===== config.mk =====
export PLATFORM = sky130hd
export DESIGN_NAME = div_product_rebuild_flat
export DESIGN_NICKNAME = d
export VERILOG_FILES = /design/src/rtl/div_product_rebuild_if.sv /design/src/rtl/div_product_rebuild.sv /design/src/flat_wrapper.sv
export SDC_FILE = /design/constraint.sdc
export NUM_CORES = 1
export LEC_CHECK = 0
export BUFFER_PORTS_ARGS = -buffer_cell sky130_fd_sc_hd__buf_2
export CORE_MARGIN = 1
export CORE_UTILIZATION = 45
export CTS_CLUSTER_SIZE = 10
export DETAILED_ROUTE_END_ITERATION = 8
export GPL_TIMING_DRIVEN = 0
export MAX_ROUTING_LAYER = met4
export PLACE_DENSITY = 0.67
export SLEW_MARGIN = 0
export SYNTH_ARGS = -nofsm -noshare
export SYNTH_HDL_FRONTEND = slang
export SYNTH_SLANG_ARGS = --single-unit

===== constraint.sdc =====
create_clock -name clk -period 3 [get_ports clk]
set_input_delay 0.3 -clock clk [delete_from_list [all_inputs] [get_ports clk]]
set_output_delay 0.3 -clock clk [all_outputs]
set_load 0.01 [all_outputs]

===== src/rtl/div_product_rebuild_if.sv =====
// Operand/result bundle for div_product_rebuild: request side (start, q, d, r)
// and result side (busy, done, p, rem_ok).
interface div_product_rebuild_if #(
    parameter int W = 16
);
    logic             start;
    logic [W-1:0]     q;
    logic [W-1:0]     d;
    logic [W-1:0]     r;
    logic             busy;
    logic             done;
    logic [2*W-1:0]   p;
    logic             rem_ok;

    modport master (output start, q, d, r, input busy, done, p, rem_ok);
    modport slave  (input start, q, d, r, output busy, done, p, rem_ok);
endinterface


===== src/rtl/div_product_rebuild.sv =====
// Rebuilds the divider's dividend as p = q*d + r with a shift-add multiplier whose
// accumulator is preloaded with r. Optional DIV_REBUILD_EARLY_TERM_EN stops once q is exhausted.
//
// state | meaning
// IDLE  | waiting for start; operands captured on the accepting edge
// RUN   | one shift-add iteration per edge, busy high
// DONE  | one-cycle done pulse, p valid
module div_product_rebuild #(
    parameter int W = 16
) (
    input  logic                 clk,
    input  logic                 rst_n,
    div_product_rebuild_if.slave bus
);
    localparam int CW = $clog2(W + 1);

    typedef enum logic [1:0] {
        S_IDLE = 2'd0,
        S_RUN  = 2'd1,
        S_DONE = 2'd2
    } state_t;

    state_t           state, state_nxt;
    logic [2*W-1:0]   acc, mcand, acc_sum, p_q;
    logic [W-1:0]     mplier;
    logic [CW-1:0]    cnt;
    logic             rem_ok_q;
    logic             accept, last_iter;

    assign accept  = (state == S_IDLE) && bus.start;
    assign acc_sum = acc + (mplier[0] ? mcand : '0);

`ifdef DIV_REBUILD_EARLY_TERM_EN
    // Remaining multiplier bits all zero means no further additions can occur.
    assign last_iter = (mplier[W-1:1] == '0) || (cnt == CW'(W - 1));
`else
    assign last_iter = (cnt == CW'(W - 1));
`endif

    always_ff @(posedge clk or negedge rst_n) begin
        if (!rst_n) begin
            state <= S_IDLE;
        end else begin
            state <= state_nxt;
        end
    end

    always_comb begin
        state_nxt = state;
        case (state)
            S_IDLE:  if (bus.start) state_nxt = S_RUN;
            S_RUN:   if (last_iter) state_nxt = S_DONE;
            S_DONE:  state_nxt = S_IDLE;
            default: state_nxt = S_IDLE;
        endcase
    end

    always_ff @(posedge clk or negedge rst_n) begin
        if (!rst_n) begin
            acc      <= '0;
            mcand    <= '0;
            mplier   <= '0;
            cnt      <= '0;
            p_q      <= '0;
            rem_ok_q <= 1'b0;
        end else if (accept) begin
            acc      <= {{W{1'b0}}, bus.r};
            mcand    <= {{W{1'b0}}, bus.d};
            mplier   <= bus.q;
            cnt      <= '0;
            rem_ok_q <= (bus.r < bus.d);
        end else if (state == S_RUN) begin
            acc    <= acc_sum;
            mcand  <= mcand << 1;
            mplier <= mplier >> 1;
            cnt    <= cnt + CW'(1);
            if (last_iter) begin
                p_q <= acc_sum;
            end
        end
    end

    assign bus.busy   = (state == S_RUN);
    assign bus.done   = (state == S_DONE);
    assign bus.p      = p_q;
    assign bus.rem_ok = rem_ok_q;
endmodule

===== src/flat_wrapper.sv =====
// flat-port wrapper written by rule: the top's interface ports become plain ports
module div_product_rebuild_flat 
#(
    parameter int W = 16
)
  (clk, rst_n, bus_start, bus_q, bus_d, bus_r, bus_busy, bus_done, bus_p, bus_rem_ok);
  div_product_rebuild_if #(.W(W)) bus_i ();
  input  logic clk;
  input  logic rst_n;
  input wire logic [$bits(bus_i.start)-1:0] bus_start;
  input wire logic [$bits(bus_i.q)-1:0] bus_q;
  input wire logic [$bits(bus_i.d)-1:0] bus_d;
  input wire logic [$bits(bus_i.r)-1:0] bus_r;
  output wire logic [$bits(bus_i.busy)-1:0] bus_busy;
  output wire logic [$bits(bus_i.done)-1:0] bus_done;
  output wire logic [$bits(bus_i.p)-1:0] bus_p;
  output wire logic [$bits(bus_i.rem_ok)-1:0] bus_rem_ok;
  assign bus_i.start = bus_start;
  assign bus_i.q = bus_q;
  assign bus_i.d = bus_d;
  assign bus_i.r = bus_r;
  assign bus_busy = bus_i.busy;
  assign bus_done = bus_i.done;
  assign bus_p = bus_i.p;
  assign bus_rem_ok = bus_i.rem_ok;
  div_product_rebuild #(.W(W)) u_core (.clk(clk), .rst_n(rst_n), .bus(bus_i));
endmodule

# Word-level counts from Yosys, hierarchy flattened
# Cells that the tools add are included.
[op_classes]
addsub = 2
magnitude_cmp = 1
n_eq_ne = 5
mux = 12
n_bitwise = 1
n_reduce_logical = 5
[op_table]
columns = ["cell", "n"]
rows = [
  ["$mux 32", 5],
  ["$add 32x32->32", 1],
  ["$mux 16", 2],
  ["$lt 16x16->1", 1],
  ["$mux 5", 2],
  ["$add 5x1->5 const B", 1],
  ["$eq 5x4->1 const B", 1],
  ["$mux 2", 2],
  ["$pmux 2 s2", 1],
  ["$reduce_and 3->1", 1],
  ["$eq 2x1->1 const B", 1],
  ["$eq 2x2->1 const B", 1],
  ["$logic_not 2->1", 1],
  ["$ne 2x1->1 const B", 1],
  ["$ne 2x2->1 const B", 1],
  ["$reduce_and 2->1", 1],
  ["$reduce_bool 2->1", 1],
  ["$logic_and 1x1->1", 1],
  ["$not 1->1", 1],
]
[word_totals]
reg_bits = 120
input_bits = 51
output_inout_bits = 35
word_cells = 33

# Logic depth before layout (Yosys ltp)
# Gate-level depths: netlist (run 1).
[depth]
depth_word = 4
ltp_mapped = 12
ltp_nobuf = 11

# Worst setup path before layout (run 1)
# OpenSTA, ideal clock, no wires.
[synth_path]
path_type = "register to register"
from = "reg u_core.mplier[0]"
to = "reg u_core.p_q[30], in the netlist u_core.bus.p[30]"
setup_time_ns = 0.125
t_arrival_ns = 2.948
required_ns = 2.875
slack_ns = -0.073
path_stages_with_launch = 12
path_buffers = 1
synth_period_minus_slack_ns = 3.073
cell_sequence = "dfrtp_1 clkbuf_1 and2_1 ha_1 fa_1 a21o_1 a221oi_2 o41ai_1 a221o_1 a221oi_2 xnor2_1 mux2_2"
[synth_between]
elab_chain_len = 2
[synth_lines]
columns = ["element", "line", "text"]
rows = [
  ["start: declaration", "div_product_rebuild.sv:25", "logic [W-1:0] mplier;"],
  ["start signal: assignment", "div_product_rebuild.sv:69", "mplier <= bus.q;"],
  ["start signal: assignment", "div_product_rebuild.sv:75", "mplier <= mplier >> 1;"],
  ["$mux 32", "div_product_rebuild.sv:31", "assign acc_sum = acc + (mplier[0] ? mcand : '0);"],
  ["$add 32x32->32", "div_product_rebuild.sv:31", ""],
  ["end signal: assignment", "div_product_rebuild.sv:78", "p_q <= acc_sum;"],
  ["end: declaration", "div_product_rebuild.sv:24", "logic [2*W-1:0] acc, mcand, acc_sum, p_q;"],
]
# No other way between the ends.
# A chain may end at the register's enable or synchronous reset.

# Final worst setup path (run 1)
# Same ends and word-level chain as after synthesis.

==> results of run 1 <==
## registers in the layout (all words and copies together) (netlist names)
register,flops
u_core.mcand,32
u_core.bus.p,32
u_core.state,2
u_core.cnt,5
u_core.acc,32
u_core.mplier,16
u_core.bus.rem_ok,1
## cell families (layout without fill, tap and decap cells)
| logic type | after synthesis | after routing | share of synthesized area (%) |
|---|---|---|---|
| compound gates | 291 | 291 | 26.7 |
| xor+xnor | 21 | 21 | 2.80 |
| fa+ha+maj | 49 | 49 | 8.75 |
| buf+inv | 75 | 211 | 4.09 |
| flops | 120 | 120 | 42.3 |
| mux | 8 | 8 | 1.25 |
| other cells | 0 | 1 | 0 |
| simple gates | 201 | 201 | 14.1 |
## cell type report
type,count,area [µm²]
Clock buffer,21,470
Fill cell,1340,6260
Buffer,44,200
Sequential cell,120,3000
Tap cell,211,264
Inverter,28,105
Antenna cell,1,2.50
Clock inverter,11,218
Timing Repair Buffer,107,629
Multi-Input combinational cell,570,4170
## what timing repair did
item / 4_1_cts / 5_1_grt
resized for setup: 44 / 44
buffers inserted: 15 / 6
hold buffers: 1 / 0
pin swaps: 25 / 27
hold endpoints to repair: 55 / 0
setup endpoints to repair: 38 / 37
## critical path: stages (launching register included)
cell      delay [ns]
dfrtp_2         0.45
buf_8           0.14
and2_4          0.13
ha_4            0.15
fa_2            0.34
a21o_1          0.24
a221oi_4        0.40
o41ai_4         0.14
a221o_2         0.43
a221oi_4        0.30
xnor2_2         0.13
mux2_4          0.27
## power by group through the flow
stage / Combinational, mW / Clock, mW / Sequential [mW]
detailed placement: 4.33 / 0 / 2.86
global placement: 4.25 / 0 / 2.85
floorplan: 3.08 / 0 / 2.83
finish: 5.19 / 2.41 / 2.90
CTS: 4.77 / 2.42 / 2.87
global route: 5.67 / 2.48 / 2.98
## worst min path at each step
| stage | endpoint | from | depth (start not counted) | slack [ns] |
|---|---|---|---|---|
| after floorplan | u_core.acc[0] | rst_n | 0 | 0.004 |
| after global placement | u_core.bus.p[13] | u_core.bus.p[13] | 2 | 0.46 |
| after detailed placement | u_core.mplier[13] | rst_n | 1 | 0.30 |
| after CTS | u_core.mcand[0] | bus_d[0] | 2 | 0.16 |
| after global routing | u_core.mcand[0] | bus_d[0] | 2 | 0.17 |
| final | u_core.mcand[0] | bus_d[0] | 2 | 0.16 |
## stage by stage
step                utilization (%)  TNS, ns  std cells  power [mW]
floorplan                         -        0        765        5.91
global placement               50.9   -11.49       1060        7.10
detailed placement             51.1   -11.76       1061        7.19
CTS                            57.8    -2.20       1107        10.1
global route                   59.2    -4.12       1113        11.1
finish                         59.2    -2.54       1113        10.5
## routing by layer
metal,up-vias,wire length (µm),track usage (%)
li1,3069,-,-
met1,3102,9580,37.6
met2,260,9800,42.0
met3,41,1450,5.36
met4,0,480,9.31
met5,-,0,-
## placed cells by master (no fill, tap or decap), types with 12 or more instances in the layout
cell type / count
inv_1: 28
a21oi_1: 55
clkbuf_1: 30
nand2_1: 82
a22oi_1: 16
o21ai_0: 55
nor2_1: 17
and2_1: 34
buf_2: 84
ha_1: 35
clkbuf_16: 17
o22a_1: 12
o22ai_1: 46
a22o_1: 23
dfrtp_1: 119
o21ai_1: 14
buf_4: 20
==> metrics, run 1 <==
status finished with violations; failing checks setup timing; average cell area after synthesis 9.27 µm²; kind of critical path register to register; Tmin final 3.25 ns; starting density of the core 46.3%; Final Hold Fails 0; maximum vdd drop 0.580 mV; Synth async-reset ratio 100%; clock latency on the worst-skew pair 0.43 ns; largest area contributor in the netlist dfrtp_1; I/O Pins 86; layout net count 988; Total Routing Usage GR 27.8%; Die Y 128 µm; hold_ws 0.161 ns; Clock Power Share 22.9%; half-perimeter wire length after placement 14.5 mm; Die W 128 µm; worst r2r src u_core.mplier[0]; PortBufs 84; Finished Cell Area 0.00906 mm²; Core Region 0.0153 mm²; starting DRC count in detailed routing 608; DP Area 0.00782 mm²; Seq/Total Area, Yosys 42.3%; final period utilization 108%; NetSw 4.26 mW; Setup Skew 0.00875 ns; most frequent cell after synthesis dfrtp_1; max-slew violations 0; floorplan row count 45; Syn Inst Count 765; Fmax 308 MHz; Post-synth EDFFs 0; RD Place Congestion 0.951; slew margin rel. 42.1%; crit path max fanout 6; vias in the first global route 6,227; Min-Delay Path Class primary input to register; number of CTS-inserted buffers 17; synth cell count leaders dfrtp_1 (120), nand2_1 (83), o21ai_0 (68); predominant post-synthesis flop cell dfrtp_1; antenna violations before repair 1; share of cells above drive strength 1 22.9%; Worst setup SP type register; post-route ant nets 0; RSZ-0062 raised after global routing yes; top-area cell type share of the netlist area 42.3%; Final WS setup -0.250 ns; Die Area 0.0163 mm²; Num Clock Sinks 120; worst path arrival time 3.55 ns; Synth area leaders dfrtp_1 (42%), ha_1 (8.5%), o21ai_0 (4.8%); clk buf depth 2; CTS tree yes; Worst R2R Setup Slack -0.25 ns; residual DRC count 0; Combinational Power Share 49.4%; first-pass GRT wire length 33.5 mm; CP Data Required Time 3.30 ns; Worst Reg-to-Reg Cells 11; htree depth 4; Setup crit start u_core.mplier[0]; synth unique cells 62; post-synthesis register bit count 120; # setup viols final 18; Via density 5.81; total wire length 21.3 mm; vias 6,472; max-cap violations 0; PD cells 1160 mW/mm²; Leak 4.18 nW; clock root buffer master clkbuf_16; Slew @ Worst Pin 0.862 ns; Flop pwr share 27.6%; Mapped Area 0.00709 mm²; area growth from synthesis to layout 27.7%; Worst Setup End Kind register; largest net degree at the start of global routing 66; RR Endpoint u_core.bus.p[30]; switch share 40.6%; Setup WS pre-CTS -0.637 ns; YS warnings 0; internal power 6.23 mW; Post-Syn Nets 865; total gr overflow 0; Worst-path clk slew 0.05 ns; TritonRoute pass-1 iters 5; routed len/inst 19.1 µm; critical path endpoint u_core.bus.p[30]
No activity file was read; power rests on OpenSTA's default activity.
==> run 2, diff against run 1 <==
- CTS_BUF_LIST: unset -> sky130_fd_sc_hd__clkbuf_8
==> run 2 against run 1 <==
  * The run still ends with setup timing left
  * Maximum frequency decreased by 0.35%
  * Critical path type unchanged
  * Non-clock buffer count increased by 6
  * Power down 4.6%
  * Setup slack got worse by 0.011 ns
  * Highest routed layer unchanged
  * Register-to-register slack about the same
  * Clock skew is 0.0022 ns higher
  * Count of clock-buffer cells in the layout decreased by 1
  * Cell count is 0.45% higher
  * Largest power group unchanged
  * Critical endpoint is now u_core.acc[26]
  * Core utilization down 0.55 points
  * Die area unchanged
==> metrics, run 2 (synthesis gave the netlist of run 1 again) <==
status finished with violations; failing checks setup timing; hold_ws 0.138 ns (-0.0232 ns); Total Routing Usage GR 27.8% (unchanged); Worst path max stage delay 0.46 ns (about the same); total gr overflow 0 (unchanged); Leak 4.16 nW (-0.45%); CP Data Required Time 3.31 ns (about the same); RD Place Congestion 0.951 (unchanged); layout net count 994 (+0.61%); number of CTS-inserted buffers 17 (unchanged); TritonRoute pass-1 iters 5 (unchanged); RR Endpoint u_core.acc[26]; PD cells 1120 mW/mm² (-3.7%); vias in the first global route 6,220 (-0.11%); Min-Delay Path Class primary input to register; Worst setup SP type register; max-slew violations 0 (unchanged); Core Region 0.0153 mm² (unchanged); residual DRC count 0 (unchanged); final setup TNS -2.86 ns (-0.314 ns); RSZ-0062 raised after global routing yes; first-pass GRT wire length 33.6 mm (+0.23%); htree depth 4 (unchanged); Die W 128 µm (unchanged); routed len/inst 19.0 µm (-0.56%); worst path arrival time 3.57 ns (+0.02 ns); Final WS setup -0.261 ns (-0.0113 ns); Via density 5.86 (+0.81%); Fmax 307 MHz (-0.35%); Die Y 128 µm (unchanged); I/O Pins 86 (unchanged); Worst Reg-to-Reg Cells 13 (+2); hold depth 2 (unchanged); most frequent cells in the layout dfrtp_1 (119), buf_2 (83), nand2_1 (82); starting DRC count in detailed routing 592 (-2.6%); Tmin final 3.26 ns (+0.0113 ns); Worst-path clk slew 0.07 ns (+0.02 ns); WHS Endpoint u_core.mcand[0]; clock latency on the worst-skew pair 0.45 ns (+0.02 ns); worst r2r src u_core.mplier[0]; clk buf depth 2 (unchanged); Die Area 0.0163 mm² (unchanged); max-cap violations 0 (unchanged); critical path's top delay family compound AO/OA/AOI/OAI gates; Worst R2R Setup Slack -0.26 ns (about the same); post-route ant nets 0 (unchanged); Bufs and invs on worst path 3 (+2); Worst Min Path Start bus_d[0]; # setup viols final 19 (+1); commonest non-fill, non-tap cell in the layout dfrtp_1; Setup Skew 0.0110 ns (+0.00223 ns); Layout Cells excl Fill 1,118 (+0.45%); Slew @ Worst Pin 0.802 ns (-0.0597 ns); fillers 1,355 (+1.1%); diode count 0 (-1); largest net degree at the start of global routing 66 (unchanged); critical path cell sequence buf_8 > and2_4 > ha_4 > fa_2 > a21o_1 > a221oi_4 > o41ai_4 > a221o_2 > buf_6 > buf_6 > nor4b_4 > nor3_2 > o21ai_1; Num Clock Sinks 120 (unchanged); starting density of the core 46.3% (unchanged); floorplan row count 45 (unchanged); slew margin rel. 46.2% (+4.0 points); placed insts 1,061 (unchanged); Worst Setup End Kind register; crit path max fanout 6 (unchanged); share of cells above drive strength 1 23.8% (+0.95 points); vias 6,554 (+1.3%); final period utilization 109% (+0.38 points); CP max-delay cell dfrtp_2; Setup WS pre-CTS -0.637 ns (unchanged); kind of critical path register to register; half-perimeter wire length after placement 14.5 mm (unchanged); maximum vdd drop 0.488 mV (-16%); PortBufs 84 (unchanged); CP most frequent cell buf_6; area growth from synthesis to layout 26.5%; CTS tree yes; clock root buffer master clkbuf_8; antenna violations before repair 0 (-1); Final Hold Fails 0 (unchanged); total wire length 21.3 mm (-0.11%)
## run 2: cell types whose count changed in the layout (fill, tap and decap cells not counted), sizes merged
cell / previous run / this run
buf: 119 / 123
clkbuf: 52 / 53
diode: 1 / 0
inv: 28 / 29
## run 2: cell type report
class                   instances  area (µm²)  area share (%)
plain buffers                  45         219            2.44
clock buffers                  20         275            3.07
clock inverters                12         221            2.47
inverters                      28         105            1.17
multi-input cells             570        4210            46.9
flip-flops and latches        120        3000            33.5
well taps                     211         264            2.94
repair buffers                112         674            7.51
## run 2: through the flow
| stage | power (mW) | utilization [%] | cell area [µm²] |
|---|---|---|---|
| 4_1_cts | 9.63 | 57.3 | 8780 |
| 2_1_floorplan | 5.91 | - | 7100 |
| 5_1_grt | 10.7 | 58.6 | 8970 |
| 3_5_place_dp | 7.19 | 51.1 | 7820 |
| 6_report | 10.0 | 58.6 | 8970 |
| 3_3_place_gp | 7.10 | 50.9 | 7790 |
## run 2: routing by layer
metal  vias up  part of all wire, %  GRT usage (%)
met3        38                  5.8           4.65
li1       3085                    -              -
met4         0                  2.4           7.77
met2       237                   46           42.8
met1      3194                   45           38.1
met5         -                    0              -
## run 2: worst max-delay path by stage
| stage | cells after the start | slack, ns | endpoint | start |
|---|---|---|---|---|
| after CTS | 11 | -0.27 | u_core.bus.p[30] | u_core.mplier[0] |
| after floorplan | 12 | 0.02 | u_core.acc[24] | u_core.mplier[0] |
| after detailed placement | 12 | -0.64 | u_core.bus.p[31] | u_core.mplier[0] |
| final | 13 | -0.26 | u_core.acc[26] | u_core.mplier[0] |
| after global routing | 13 | -0.32 | u_core.acc[26] | u_core.mplier[0] |
| after global placement | 12 | -0.60 | u_core.bus.p[31] | u_core.mplier[0] |
## run 2: timing repair
action	4_1_cts	5_1_grt
hold endpoints to repair	55	0
gates resized for setup	58	43
buffers inserted	20	6
cloned	1	0
endpoints found under the setup margin	39	37
hold buffers	1	0
pin swaps	30	29
## run 2: report_power, final
group	internal (mW)	total, mW	switching [mW]
logic	2.32	5.29	2.97
clock network	1.14	1.83	0.695
registers	2.35	2.90	0.547
==> run 3, diff against run 2 <==
- ABC_AREA: unset -> 1
- CAP_MARGIN: unset -> 20
- PLACE_DENSITY: 0.67 -> 0.66
==> run 3 against run 2 <==
  * The run now ends clean
  * Cell count grew 31%
  * Count of clock-buffer cells in the layout is the same
  * Sequential cell count stayed put
==> metrics, run 3 <==
Min-Delay Path Class primary input to register; htree depth 4 (unchanged); Flop pwr share 28.5% (-0.4 points); diode count 0 (unchanged); Post-synth EDFFs 0 (unchanged); largest area contributor in the netlist dfrtp_1; Clock Power Share 19.1% (+0.8 points); internal power 5.25 mW (-9.5%); Leak 5.29 nW (+27%); Seq/Total Area, Yosys 38.3% (-4.0 points); Setup crit start u_core.mplier[0]; # setup viols final 0 (-19); half-perimeter wire length after placement 16.6 mm (+14%); hold depth 3 (+1); residual DRC count 0 (unchanged); vias in the first global route 6,834 (+9.9%); final setup TNS 0 ns (+2.86 ns); Worst Setup End Kind register; slew margin rel. 52.2% (+6.1 points); Tmin final 2.71 ns (-0.552 ns); switch share 45.5% (+3.5 points); worst r2r src u_core.mplier[0]; starting density of the core 46.6% (+0.31 points); TritonRoute pass-1 iters 5 (unchanged); average cell area after synthesis 6.99 µm² (-25%); area growth from synthesis to layout 16.0%; simple-gate area share of the yosys netlist 30.3% (+16 points); largest net degree at the start of global routing 77 (+17%); total gr overflow 0 (unchanged); CTS tree yes; Synth async-reset ratio 100% (unchanged); most frequent cell after synthesis nand2_1; crit path max fanout 10 (+4); Via density 4.95 (-16%); mux cell area share after synthesis 0% (-1.3 points); CP Data Required Time 3.34 ns (+0.03 ns); Core Region 0.0168 mm² (+9.8%); vias 7,231 (+10%); Worst-path clk slew 0.07 ns (about the same); Combinational Power Share 52.4% (-0.4 points); status finished, final reports clean; worst path arrival time 3.05 ns (-0.52 ns); commonest non-fill, non-tap cell in the layout nand2_1; PD cells 1060 mW/mm² (-5.0%); PortBufs 85 (+1.2%); post-synthesis compound-gate area fraction 10.5% (-16 points); max-cap violations 0 (unchanged); Final Hold Fails 0 (unchanged); hold_ws 0.0600 ns (-0.0776 ns); Fmax 369 MHz (+20%); maximum vdd drop 0.404 mV (-17%); predominant post-synthesis flop cell dfrtp_1; FF/Latch Area 0.00300 mm² (about the same); floorplan row count 47 (+4.4%); Die W 134 µm (+5.1%); final period utilization 90.3% (-18 points); Num Clock Sinks 120 (unchanged); clock latency on the worst-skew pair 0.45 ns (about the same); synth unique cells 39 (-37%); starting DRC count in detailed routing 545 (-7.9%); Die Y 134 µm (+5.1%); main combinational cell family by area after synthesis simple AND/OR/NAND/NOR gates; synth cell count leaders nand2_1 (408), inv_1 (202), dfrtp_1 (120); xor/xnor cell area share of the yosys netlist 1.01% (-1.8 points); Synth area leaders dfrtp_1 (38%), nand2_1 (20%), inv_1 (9.7%); clock root buffer master clkbuf_8; post-route ant nets 0 (unchanged); Worst Min Path Start bus_q[9]; routed len/inst 14.7 µm (-23%); Worst Reg-to-Reg Cells 14 (+1); antenna violations before repair 0 (unchanged); total wire length 21.5 mm (+0.80%); kind of critical path register to register; RD Place Congestion 0.933 (-1.9%); Total Routing Usage GR 26.2% (-1.6 points); Die Area 0.0180 mm² (+10%); post-synthesis adder-cell area fraction 7.91% (-0.84 points); Setup Skew 0.0116 ns (+0.000640 ns); YS warnings 0 (unchanged); area of the multi-input gates 0.00391 mm² (-7.2%); post-synthesis register bit count 120 (unchanged); Worst setup SP type register; clk buf depth 2 (unchanged); max-slew violations 0 (unchanged); RSZ-0062 raised after global routing no; Post-Syn Nets 1,222 (+41%); top-area cell type share of the netlist area 38.3% (-4.0 points); share of cells above drive strength 1 13.9% (-10 points); fillers 1,707 (+26%); I/O Pins 86 (unchanged); NetSw 4.39 mW (+4.1%); Slew @ Worst Pin 0.717 ns (-0.0855 ns); layout net count 1,328 (+34%); most frequent cells in the layout nand2_1 (408), inv_1 (204), dfrtp_1 (120); first-pass GRT wire length 35.1 mm (+4.5%); number of CTS-inserted buffers 17 (unchanged); Syn Inst Count 1,122 (+47%); Mapped Area 0.00784 mm² (+11%)
==> run 3: cell types whose count changed after synthesis, sizes merged, moves of 23 or more <==
| cell | change |
|---|---|
| inv | +181 |
| and2 | -34 |
| a21oi | -25 |
| clkbuf | -23 |
| o21ai | -28 |
| nand2 | +340 |
| nand3 | +57 |
| nor2 | +41 |
| o22ai | -31 |
==> run 3: worst max-delay path: stages (launching register included) <==
cell and delay (ns):
dfrtp_1 0.37, clkbuf_1 0.17, clkbuf_2 0.25, nand2_1 0.10
inv_1 0.04, ha_1 0.24, fa_2 0.43, nand3_1 0.13
nand3_2 0.13, nand3_1 0.10, nand3b_1 0.19, nand2_1 0.18
nand3_1 0.11, nand3_1 0.11, nand2_1 0.05
==> run 3: layout make-up <==
| class | instances | share of cell area, % |
|---|---|---|
| Multi-Input combinational cell | 761 | 43.0 |
| Sequential cell | 120 | 33.0 |
| Inverter | 209 | 8.65 |
| Timing Repair Buffer | 87 | 5.16 |
| Clock buffer | 20 | 3.03 |
| Tap cell | 220 | 3.03 |
| Clock inverter | 12 | 2.43 |
| Buffer | 32 | 1.72 |
==> run 3: worst paths after layout <==
path,slack (ns),to
min,0.06,u_core.mplier[9]
max reg2reg,0.29,u_core.bus.p[28]
max,0.29,u_core.bus.p[28]
min in group asynchronous,0.35,u_core.bus.rem_ok
max in group asynchronous,1.92,u_core.mcand[31]
min reg2reg,0.48,u_core.bus.p[24]
==> run 3: kinds of logic after synthesis <==
| logic type | count (synthesis) |
|---|---|
| DFF | 120 |
| adders and majority gates | 49 |
| and+or+nand+nor | 569 |
| AOI/OAI and AO/OA | 134 |
| xor gates and xnor gates | 9 |
| buffers and inverters | 241 |
==> run 3: power by group through the flow <==
| stage | combinational, mW | sequential, mW | clock (mW) |
|---|---|---|---|
| 6_report | 5.05 | 2.75 | 1.84 |
| 5_1_grt | 5.73 | 2.82 | 1.94 |
| 4_1_cts | 5.01 | 2.74 | 1.88 |
| 3_5_place_dp | 4.97 | 2.76 | 0 |
| 3_3_place_gp | 4.89 | 2.75 | 0 |
| 2_1_floorplan | 3.58 | 2.77 | 0 |
==> run 3: timing repair <==
item	in CTS	in global routing
hold buffers	1	0
endpoints found under the hold margin	44	0
resized for setup	0	4
buffers inserted	0	0
setup endpoints to repair	0	22
==> run 3: metrics by stage <==
| stage | util [%] | instances | area [µm²] | power [mW] | worst slack [ns] |
|---|---|---|---|---|---|
| after floorplan | - | 1122 | 7840 | 6.34 | 0.766 |
| after global placement | 50.8 | 1427 | 8540 | 7.64 | 0.00281 |
| after detailed placement | 51.0 | 1428 | 8580 | 7.73 | 0.113 |
| after CTS | 54.0 | 1461 | 9080 | 9.62 | 0.0595 |
| after global routing | 54.1 | 1461 | 9090 | 10.5 | 0.0626 |
| final | 54.1 | 1461 | 9090 | 9.64 | 0.291 |
==> run 3: routing by layer <==
layer  vias up  part of all wire (%)  GRT usage [%]
met5         -                     0              -
met4         0                   1.4           6.68
met3        23                   5.2           3.97
met2       196                    43           38.4
met1      3282                    50           37.8
li1       3730                     -              -
